File: src/rtl/mem_access_stage.sv
// Memory stage: owns the stack pointer, drives the 16-bit data memory and splits 32-bit accesses over two cycles.
// Optional stack bounds checking is enabled by defining STACK_CHECK_EN.
module mem_access_stage #(
  parameter int                ADDR_W   = 12,
  parameter logic [ADDR_W-1:0] SP_RESET = {ADDR_W{1'b1}}
) (
  input  logic              clk,
  input  logic              reset,
  input  logic              valid_in,
  input  logic              mem_read_in,
  input  logic              mem_write_in,
  input  logic              mem_type_in,
  input  logic [1:0]        SP_src_in,
  input  logic              mem_addr_src_in,
  input  logic              mem_data_src_in,
  input  logic              flags_push_pop_in,
  input  logic [15:0]       Rsrc_val_in,
  input  logic [15:0]       Rdst_val_in,
  input  logic [31:0]       PC_in,
  input  logic [15:0]       Rdst1_val_in,
  input  logic [15:0]       Rdst2_val_in,
  input  logic [2:0]        Rdst1_in,
  input  logic [2:0]        Rdst2_in,
  input  logic              reglow_write_in,
  input  logic              reghigh_write_in,
  input  logic              memToReg_in,
  output logic [ADDR_W-1:0] dmem_addr,
  output logic [15:0]       dmem_wdata,
  output logic              dmem_we,
  output logic              dmem_re,
  input  logic [15:0]       dmem_rdata,
  output logic              stall_out,
  output logic              wb_valid_out,
  output logic              reglow_write_out,
  output logic              reghigh_write_out,
  output logic              memToReg_out,
  output logic [2:0]        Rdst1_out,
  output logic [2:0]        Rdst2_out,
  output logic [15:0]       Rdst1_val_out,
  output logic [15:0]       Rdst2_val_out,
  output logic [15:0]       mem_data_out,
  output logic [2:0]        POP_flags_val_out,
  output logic              is_POP_flags_out,
  output logic [31:0]       pop_pc_out,
  output logic              pop_pc_valid_out,
  output logic [ADDR_W-1:0] SP_out,
  output logic              stack_exc_out
);

  typedef enum logic {IDLE, SECOND} state_t;

  localparam logic [ADDR_W-1:0] ONE = ADDR_W'(1);
  localparam logic [ADDR_W-1:0] TWO = ADDR_W'(2);

  state_t            state, state_nxt;
  logic [ADDR_W-1:0] sp, sp_nxt;
  logic [15:0]       low_word_p1;

  logic              is_push, is_pop, wr, rd, exc, go, complete;
  logic [ADDR_W-1:0] rsrc_addr, first_addr, second_addr;
  logic [31:0]       data32;
  logic [15:0]       first_wdata, second_wdata;

  assign is_push   = (SP_src_in == 2'd1);
  assign is_pop    = (SP_src_in == 2'd2);
  // Write wins over read if a malformed control word asserts both
  assign wr        = valid_in & mem_write_in;
  assign rd        = valid_in & mem_read_in & ~mem_write_in;
  assign rsrc_addr = ADDR_W'(Rsrc_val_in);
  assign data32    = mem_data_src_in ? PC_in : {16'h0000, Rdst_val_in};

  always_comb begin
    first_addr  = mem_addr_src_in ? rsrc_addr : sp;
    second_addr = first_addr + ONE;
    if (is_push) begin
      first_addr  = sp;
      second_addr = sp - ONE;
    end else if (is_pop) begin
      first_addr  = sp + ONE;
      second_addr = sp + TWO;
    end
  end

  // Push stores high word first so it lands above the low word on the stack
  assign first_wdata  = (mem_type_in & is_push) ? data32[31:16] : data32[15:0];
  assign second_wdata = is_push ? data32[15:0] : data32[31:16];

`ifdef STACK_CHECK_EN
  logic [ADDR_W:0] need, sp_ext;
  assign need   = mem_type_in ? (ADDR_W+1)'(2) : (ADDR_W+1)'(1);
  assign sp_ext = {1'b0, sp};
  assign exc    = valid_in & (state == IDLE) &
                  ((is_pop  & ((sp_ext + need) > {1'b0, SP_RESET})) |
                   (is_push & (sp_ext < need)));
`else
  assign exc = 1'b0;
`endif

  assign go       = (state == IDLE) & valid_in & ~exc;
  assign complete = (go & ~mem_type_in) | (state == SECOND);

  always_comb begin
    state_nxt  = state;
    sp_nxt     = sp;
    dmem_addr  = first_addr;
    dmem_wdata = first_wdata;
    dmem_we    = 1'b0;
    dmem_re    = 1'b0;
    stall_out  = 1'b0;
    case (state)
      IDLE: begin
        if (go) begin
          dmem_we = wr;
          dmem_re = rd;
          if (mem_type_in) begin
            stall_out = 1'b1;
            state_nxt = SECOND;
          end else if (is_push) begin
            sp_nxt = sp - ONE;
          end else if (is_pop) begin
            sp_nxt = sp + ONE;
          end
        end
      end
      SECOND: begin
        dmem_addr  = second_addr;
        dmem_wdata = second_wdata;
        dmem_we    = wr;
        dmem_re    = rd;
        state_nxt  = IDLE;
        if (is_push)     sp_nxt = sp - TWO;
        else if (is_pop) sp_nxt = sp + TWO;
      end
      default: state_nxt = IDLE;
    endcase
    if (reset) begin
      dmem_we   = 1'b0;
      stall_out = 1'b0;
    end
  end

  always_ff @(posedge clk) begin
    if (reset) begin
      state             <= IDLE;
      sp                <= SP_RESET;
      wb_valid_out      <= 1'b0;
      reglow_write_out  <= 1'b0;
      reghigh_write_out <= 1'b0;
      memToReg_out      <= 1'b0;
      Rdst1_out         <= '0;
      Rdst2_out         <= '0;
      Rdst1_val_out     <= '0;
      Rdst2_val_out     <= '0;
      mem_data_out      <= '0;
      POP_flags_val_out <= '0;
      is_POP_flags_out  <= 1'b0;
      pop_pc_out        <= '0;
      pop_pc_valid_out  <= 1'b0;
    end else begin
      state            <= state_nxt;
      sp               <= sp_nxt;
      wb_valid_out     <= complete;
      is_POP_flags_out <= 1'b0;
      pop_pc_valid_out <= 1'b0;
      if (complete) begin
        reglow_write_out  <= reglow_write_in;
        reghigh_write_out <= reghigh_write_in;
        memToReg_out      <= memToReg_in;
        Rdst1_out         <= Rdst1_in;
        Rdst2_out         <= Rdst2_in;
        Rdst1_val_out     <= Rdst1_val_in;
        Rdst2_val_out     <= Rdst2_val_in;
        mem_data_out      <= rd ? dmem_rdata : 16'h0000;
        // Flags live in the top three bits of the last word read (high word for a double pop)
        if (is_pop & rd & flags_push_pop_in) begin
          POP_flags_val_out <= dmem_rdata[15:13];
          is_POP_flags_out  <= 1'b1;
        end
      end
      if ((state == SECOND) & is_pop & rd & mem_data_src_in) begin
        pop_pc_out       <= {3'b000, dmem_rdata[12:0], low_word_p1};
        pop_pc_valid_out <= 1'b1;
      end
    end
  end

  // ---- stage p1: low word of a double read, held for the SECOND cycle ----
  always_ff @(posedge clk) begin
    if (go & mem_type_in & rd) low_word_p1 <= dmem_rdata;
  end

`ifdef STACK_CHECK_EN
  always_ff @(posedge clk) begin
    if (reset) stack_exc_out <= 1'b0;
    else       stack_exc_out <= exc;
  end
`else
  assign stack_exc_out = 1'b0;
`endif

  assign SP_out = sp;

endmodule

File: config.mk
export PLATFORM = sky130hd
export DESIGN_NAME = mem_access_stage
export DESIGN_NICKNAME = d
export VERILOG_FILES = /design/src/rtl/mem_access_stage.sv
export SDC_FILE = /design/constraint.sdc
export NUM_CORES = 1
export LEC_CHECK = 0
export CORE_MARGIN = 2
export CORE_UTILIZATION = 40
export CTS_CLUSTER_SIZE = 30
export DETAILED_ROUTE_END_ITERATION = 8
export PLACE_DENSITY = 0.84
export SLEW_MARGIN = 20
export SYNTH_ARGS = -nofsm -noshare
export SYNTH_HDL_FRONTEND = slang
export SYNTH_SLANG_ARGS = --single-unit
export TNS_END_PERCENT = 1
File: constraint.sdc
create_clock -name clk -period 7.5 [get_ports clk]
set_input_delay 1.5 -clock clk [delete_from_list [all_inputs] [get_ports clk]]
set_output_delay 1.5 -clock clk [all_outputs]
set_load 0.02 [all_outputs]
==> results.sh, run 1 <==
export IMPL_hold_violations=0
export IMPL_synth_edf_count=16
export IMPL_num_rows=47
export IMPL_regToRegSetupSlack_ps=4730
export IMPL_worstSetupStartpoint="mem_addr_src_in"
export IMPL_worstMarginPinSlew_ps=1070
export IMPL_port_buffers=262
export IMPL_synthDistinctLibCells=71
export IMPL_relSlewSlack=0.284
export IMPL_worst_path_largest_cell_delay_ps=680
export IMPL_hold_start="Rdst2_val_out[8]"
export IMPL_tns_ps=0
export IMPL_endpoint_kind="output port"
export IMPL_mostFrequentLayoutCells="261 x clkdlybuf4s50_1, 215 x nand2_1, 105 x dfxtp_1, 89 x a21oi_1, 47 x o21ai_0"
export IMPL_area_delta_synth_final_pct=48.9
export IMPL_cts_resized_gates=0
export IMPL_core_area_sq_um=16500
export IMPL_syn_area_sq_um=6710
export IMPL_crit_path_top_delay_cell="clkdlybuf4s50_1"
export IMPL_ys_ff_latch=121
export IMPL_worstSetupPathType="input port to output port"
export IMPL_gp_congestion=0.901
export IMPL_io_pins=271
export IMPL_ant_nets=0
export IMPL_drv_cap=0
export IMPL_ys_async_sr_fraction=0
export IMPL_netlist_area_leader_share=0.313
export IMPL_finalNetCount=1214
export IMPL_vdd_drop_max_mv=0.155
export IMPL_clock_latency_ps=410
export IMPL_rr_endpoint="SP_out[10]"
export IMPL_rsz0062_at_grt="false"
export IMPL_required_ps=6000
export IMPL_grt_pass1_vias=7033
export IMPL_antenna_found_initial=0
export IMPL_vias_per_cell=5.49
export IMPL_yosysTopAreaCell="dfxtp_1"
export IMPL_syn_avg_cell_area_sq_um=7.83
export IMPL_htree_levels=4
export IMPL_die_area_sq_um=17800
export IMPL_r2r_cells=5
export IMPL_r2r_start="SP_out[5]"
export IMPL_critPathBufInv=3
export IMPL_yosysWarnings=0
export IMPL_final_common_cell="clkdlybuf4s50_1"
export IMPL_powerDensity_nw_per_um2=198
export IMPL_skew_ps=5.70
export IMPL_drc=0
export IMPL_post_dp_hpwl_um=15400
export IMPL_fmax_mhz=164
export IMPL_ys_flop_type="dfxtp_1"
export IMPL_grt_start_max_net_pins=86
export IMPL_synth_area_top_cells="dfxtp_1 31%, nand2_1 12%, edfxtp_1 7.2%, a21oi_1 6.8%, o21ai_0 3.5%"
export IMPL_hp_class="register to register"
export IMPL_dr_pass1_iters=6
export IMPL_crit_family="buffers and inverters"
export IMPL_layout_drive_gt1_share=0.0744
export IMPL_fillers=1415
export IMPL_detail_route_wl_per_cell_um=17.0
export IMPL_die_w_um=133
export IMPL_leakage_nw=3.72
export IMPL_cts_sinks=121
export IMPL_grt_overflow_total=0
export IMPL_cts_tree="built"
export IMPL_cp_common_cell="clkdlybuf4s50_1"
export IMPL_clock_path_buffers=2
export IMPL_design_area_sq_um=9980
export IMPL_cts_root_buffer="clkbuf_16"
export IMPL_crit_cells=8
export IMPL_cp_arrival_ps=4600
export IMPL_cts_setup_buffers=0
export IMPL_n_antenna_cell=0
export IMPL_place_area_sq_um=9370
export IMPL_drt_iter0_markers=665
export IMPL_min_period_ps=6100
export IMPL_fin_cells=1308
export IMPL_post_route_period_util=0.813
export IMPL_crit_chain="clkdlybuf4s50_1 > o21ai_0 > ha_1 > inv_1 > a221oi_1 > nand3_1 > a311o_1 > clkdlybuf4s50_1"
export IMPL_dp_cells=1275
export IMPL_setup_viol=0
export IMPL_synth_seq_area_share=0.385
export IMPL_wirelength_um=22300
export IMPL_vias=7178
export IMPL_grt_pass1_wl_um=35900
export IMPL_cts_made_buffers=17
export IMPL_start_kind="input port"
export IMPL_outcome="finished clean"
export IMPL_postCtsHoldBufs=0
export IMPL_syn_inst=856
export IMPL_groute_usage_overall=0.248
export IMPL_drv_slew=0
export IMPL_dieHeight_um=133
export IMPL_setup_worst_path_end="dmem_addr[10]"
export IMPL_start_util=0.407
export IMPL_cp_max_fo=16
export IMPL_cts_reportedPaths_clkPinSlew_ps=60
registers in the layout, summed over array words and instances (netlist names):
| name | count |
|---|---|
| wb_valid_out | 1 |
| memToReg_out | 1 |
| state | 1 |
| SP_out | 12 |
| POP_flags_val_out | 3 |
| Rdst1_out | 3 |
| pop_pc_out | 29 |
| is_POP_flags_out | 1 |
| reglow_write_out | 1 |
| pop_pc_valid_out | 1 |
| mem_data_out | 16 |
| Rdst2_out | 3 |
| Rdst1_val_out | 16 |
| Rdst2_val_out | 16 |
| reghigh_write_out | 1 |
| low_word_p1 | 16 |
kinds of logic after synthesis:
family,Yosys count,share of synthesized area
AO/OA/AOI/OAI,223,0.208
XOR/XNOR,26,0.0340
adder cells (fa/ha/maj),7,0.0131
buffers and inverters,92,0.0603
flip-flops,121,0.385
multiplexers,38,0.0620
other,1,0.000559
AND/OR/NAND/NOR,348,0.237
worst min-delay path, delay by kind of cell, from the launching register on:
family	cells	cell delay (ps)
and+or+nand+nor	1	50
DFF	1	310
AOI/OAI and AO/OA	1	50
worst min path at each step:
stage | end | slack [ps] | depth (start not counted)
floorplan | pop_pc_out[0] | 470 | 2
global route | Rdst2_val_out[10] | 460 | 2
detailed placement | Rdst2_val_out[4] | 440 | 2
CTS | Rdst2_val_out[8] | 450 | 2
global placement | Rdst1_val_out[10] | 440 | 2
finish | Rdst2_val_out[8] | 450 | 2
cell type report:
| class | count | area [sq um] | area share |
|---|---|---|---|
| clock buffer | 17 | 425 | 0.0426 |
| clock inverter | 15 | 151 | 0.0152 |
| inverter | 14 | 52.6 | 0.00527 |
| multi-input combinational | 646 | 3760 | 0.377 |
| sequential | 121 | 2580 | 0.259 |
| tap | 220 | 275 | 0.0276 |
| timing repair buffer | 275 | 2740 | 0.274 |
per-stage QoR:
| step | hold WS (ps) | power, mW | setup WS [ps] | utilization |
|---|---|---|---|---|
| detailed placement | 442 | 1.18 | 1370 | 0.569 |
| global placement | 436 | 1.17 | 1450 | 0.569 |
| global route | 462 | 2.07 | 1130 | 0.606 |
| finish | 448 | 1.98 | 1400 | 0.606 |
| CTS | 450 | 1.99 | 1360 | 0.604 |
| floorplan | 471 | 0.983 | 2520 | - |
cell usage after synthesis (4+ instances only):
| library cell | count |
|---|---|
| mux2i_1 | 19 |
| nand3b_1 | 4 |
| nand4_1 | 8 |
| edfxtp_1 | 16 |
| nand2b_1 | 7 |
| clkbuf_1 | 45 |
| ha_1 | 7 |
| and3_1 | 8 |
| o22ai_1 | 5 |
| xor2_1 | 12 |
| nand2_1 | 215 |
| buf_4 | 6 |
| o221ai_1 | 9 |
| nor2b_1 | 10 |
| or3_1 | 5 |
| a21oi_1 | 91 |
| nor4_1 | 8 |
| a31oi_1 | 7 |
| o31ai_1 | 12 |
| buf_2 | 17 |
| or2_2 | 4 |
| inv_1 | 13 |
| buf_1 | 8 |
| mux2_2 | 18 |
| nor2_1 | 28 |
| nor3_1 | 10 |
| a22o_1 | 16 |
| dfxtp_1 | 105 |
| o21ai_0 | 47 |
| nand3_1 | 23 |
| xnor2_1 | 14 |
routing by layer:
layer / track usage / part of all wire / up-vias
met2: 0.408 / 0.47 / 368
met4: 0.0875 / 0.024 / 0
met1: 0.298 / 0.39 / 3303
li1: - / - / 3461
met5: 0 / 0 / -
met3: 0.0936 / 0.11 / 46
power breakdown:
group / internal [mW] / leakage, nW / total, mW / switching (mW)
combinational: 0.224 / 2.44 / 0.470 / 0.246
clock: 0.469 / 0.282 / 0.803 / 0.334
sequential: 0.678 / 0.999 / 0.708 / 0.0299
No activity file was read; power rests on OpenSTA's default activity.
==> run 2: changes to the inputs <==
PLACE_DENSITY = 0.87   (was 0.84)
clock period = 5.33 ns   (was 7.5 ns; I/O delays follow)
==> results.sh, run 2 (synthesis results as in run 1) <==
export IMPL_crit_family="buffers and inverters"
export IMPL_post_route_period_util=0.947
export IMPL_detail_route_wl_per_cell_um=17.0
export IMPL_largest_register_ffs=29
export IMPL_required_ps=4260
export IMPL_fin_ws_ps=282
export IMPL_antenna_found_initial=0
export IMPL_drt_iter0_markers=573
export IMPL_regToRegSetupSlack_ps=2690
export IMPL_io_pins=271
export IMPL_crit_chain="clkdlybuf4s50_1 > o21ai_0 > ha_1 > inv_1 > a221oi_1 > buf_4 > nand3_1 > a311o_1 > clkdlybuf4s50_1"
export IMPL_wirelength_um=22400
export IMPL_vias=7209
export IMPL_leakage_nw=3.77
export IMPL_n_antenna_cell=0
export IMPL_p_int_mw=1.93
export IMPL_layout_drive_gt1_share=0.0838
export IMPL_place_ws_ps=294
export IMPL_cts_setup_buffers=0
export IMPL_die_w_um=133
export IMPL_hp_class="register to register"
export IMPL_num_rows=47
export IMPL_clkPwrFrac=0.401
export IMPL_regArea_sq_um=2580
export IMPL_p_sw_frac=0.304
export IMPL_start_util=0.407
export IMPL_largest_register="pop_pc_out"
export IMPL_outcome="finished clean"
export IMPL_vias_per_cell=5.47
export IMPL_relSlewSlack=0.288
export IMPL_combPwrFrac=0.239
export IMPL_groute_usage_overall=0.242
export IMPL_cp_common_cell="clkdlybuf4s50_1"
export IMPL_grt_pass1_vias=6898
export IMPL_clock_latency_ps=410
export IMPL_cts_sinks=121
export IMPL_critPathBufInv=4
export IMPL_final_common_cell="clkdlybuf4s50_1"
export IMPL_power_switching_uw=845
export IMPL_multi_input_area_sq_um=3760
export IMPL_drc=0
export IMPL_clock_path_buffers=2
export IMPL_grt_start_max_net_pins=86
export IMPL_grt_overflow_total=0
export IMPL_die_area_sq_um=17800
export IMPL_ant_nets=0
export IMPL_skew_ps=13.6
export IMPL_drv_slew=0
export IMPL_drv_cap=0
export IMPL_htree_levels=4
export IMPL_worst_path_largest_cell_delay_ps=690
export IMPL_tns_ps=0
export IMPL_cts_tree="built"
export IMPL_hold_violations=0
export IMPL_cts_made_buffers=17
export IMPL_min_period_ps=5050
export IMPL_cp_max_fo=17
export IMPL_fmax_mhz=198
export IMPL_crit_path_top_delay_cell="clkdlybuf4s50_1"
export IMPL_dieHeight_um=133
export IMPL_mostFrequentLayoutCells="261 x clkdlybuf4s50_1, 215 x nand2_1, 105 x dfxtp_1, 89 x a21oi_1, 47 x o21ai_0"
export IMPL_cts_resized_gates=0
export IMPL_finalNetCount=1224
export IMPL_start_kind="input port"
export IMPL_worstSetupPathType="input port to output port"
export IMPL_setup_viol=0
export IMPL_pwr_share_seq=0.360
export IMPL_rsz0062_at_grt="false"
export IMPL_core_area_sq_um=16500
export IMPL_postCtsHoldBufs=0
export IMPL_gp_congestion=0.887
export IMPL_grt_pass1_wl_um=34900
export IMPL_powerDensity_nw_per_um2=277
export IMPL_vdd_drop_max_mv=0.265
export IMPL_design_area_sq_um=10000
export IMPL_port_buffers=262
export IMPL_fillers=1373
export IMPL_cts_root_buffer="clkbuf_16"
export IMPL_post_dp_hpwl_um=15700
export IMPL_dr_pass1_iters=5
export IMPL_place_area_sq_um=9450
export IMPL_worstMarginPinSlew_ps=1070
export IMPL_area_delta_synth_final_pct=49.7
export IMPL_cp_arrival_ps=3980
export IMPL_endpoint_kind="output port"
export IMPL_cts_reportedPaths_clkPinSlew_ps=60
==> run 2: cell count changes in the layout (fill, tap and decap cells not counted) <==
cell      before  now
clkinv_4       1    3
inv_6          9    7
clkinv_2       0    1
buf_16         1    0
buf_4         12   23
clkinv_1       2    1
==> run 2: cell type report <==
class	instances	share of cell area
clock inverters	15	0.0152
well taps	220	0.0274
flip-flops and latches	121	0.257
repair buffers	285	0.278
multi-input cells	646	0.374
clock buffers	17	0.0424
inverters	14	0.00524
==> run 2: tightest hold or removal path, delay by kind of cell (launching register included) <==
family	cells	cell delay, ps
AND/OR/NAND/NOR	1	50
flip-flops	1	310
AO/OA/AOI/OAI	1	50
==> run 2: path summary, 6_finish.rpt <==
kind | startpoint | end | depth (start not counted)
max | mem_addr_src_in | dmem_addr[10] | 9
min | Rdst2_val_out[0] | Rdst2_val_out[0] | 2
max reg2reg | state | SP_out[8] | 6
min reg2reg | Rdst2_val_out[0] | Rdst2_val_out[0] | 2
==> run 2: routing by layer <==
metal,vias to the layer above,track usage,wire length (um)
met2,377,0.401,10700
met3,52,0.0879,2480
met1,3307,0.285,8580
met5,-,0,0
met4,0,0.0987,627
li1,3473,-,-
==> run 2: stage by stage <==
step	utilization	hold WS, ps	power (mW)	std cells
floorplan	-	471	1.38	859
global placement	0.574	436	1.66	1286
detailed placement	0.574	443	1.67	1286
CTS	0.609	452	2.80	1318
global route	0.610	464	2.89	1318
finish	0.610	449	2.78	1318
==> run 2: power groups by stage <==
stage                     Combinational, mW  Clock (mW)  Sequential (mW)
after CTS                             0.659        1.14            0.998
after floorplan                       0.359           0             1.02
after global placement                0.644           0             1.02
after detailed placement              0.656           0             1.02
final                                 0.664        1.11             1.00
after global routing                  0.713        1.17             1.00
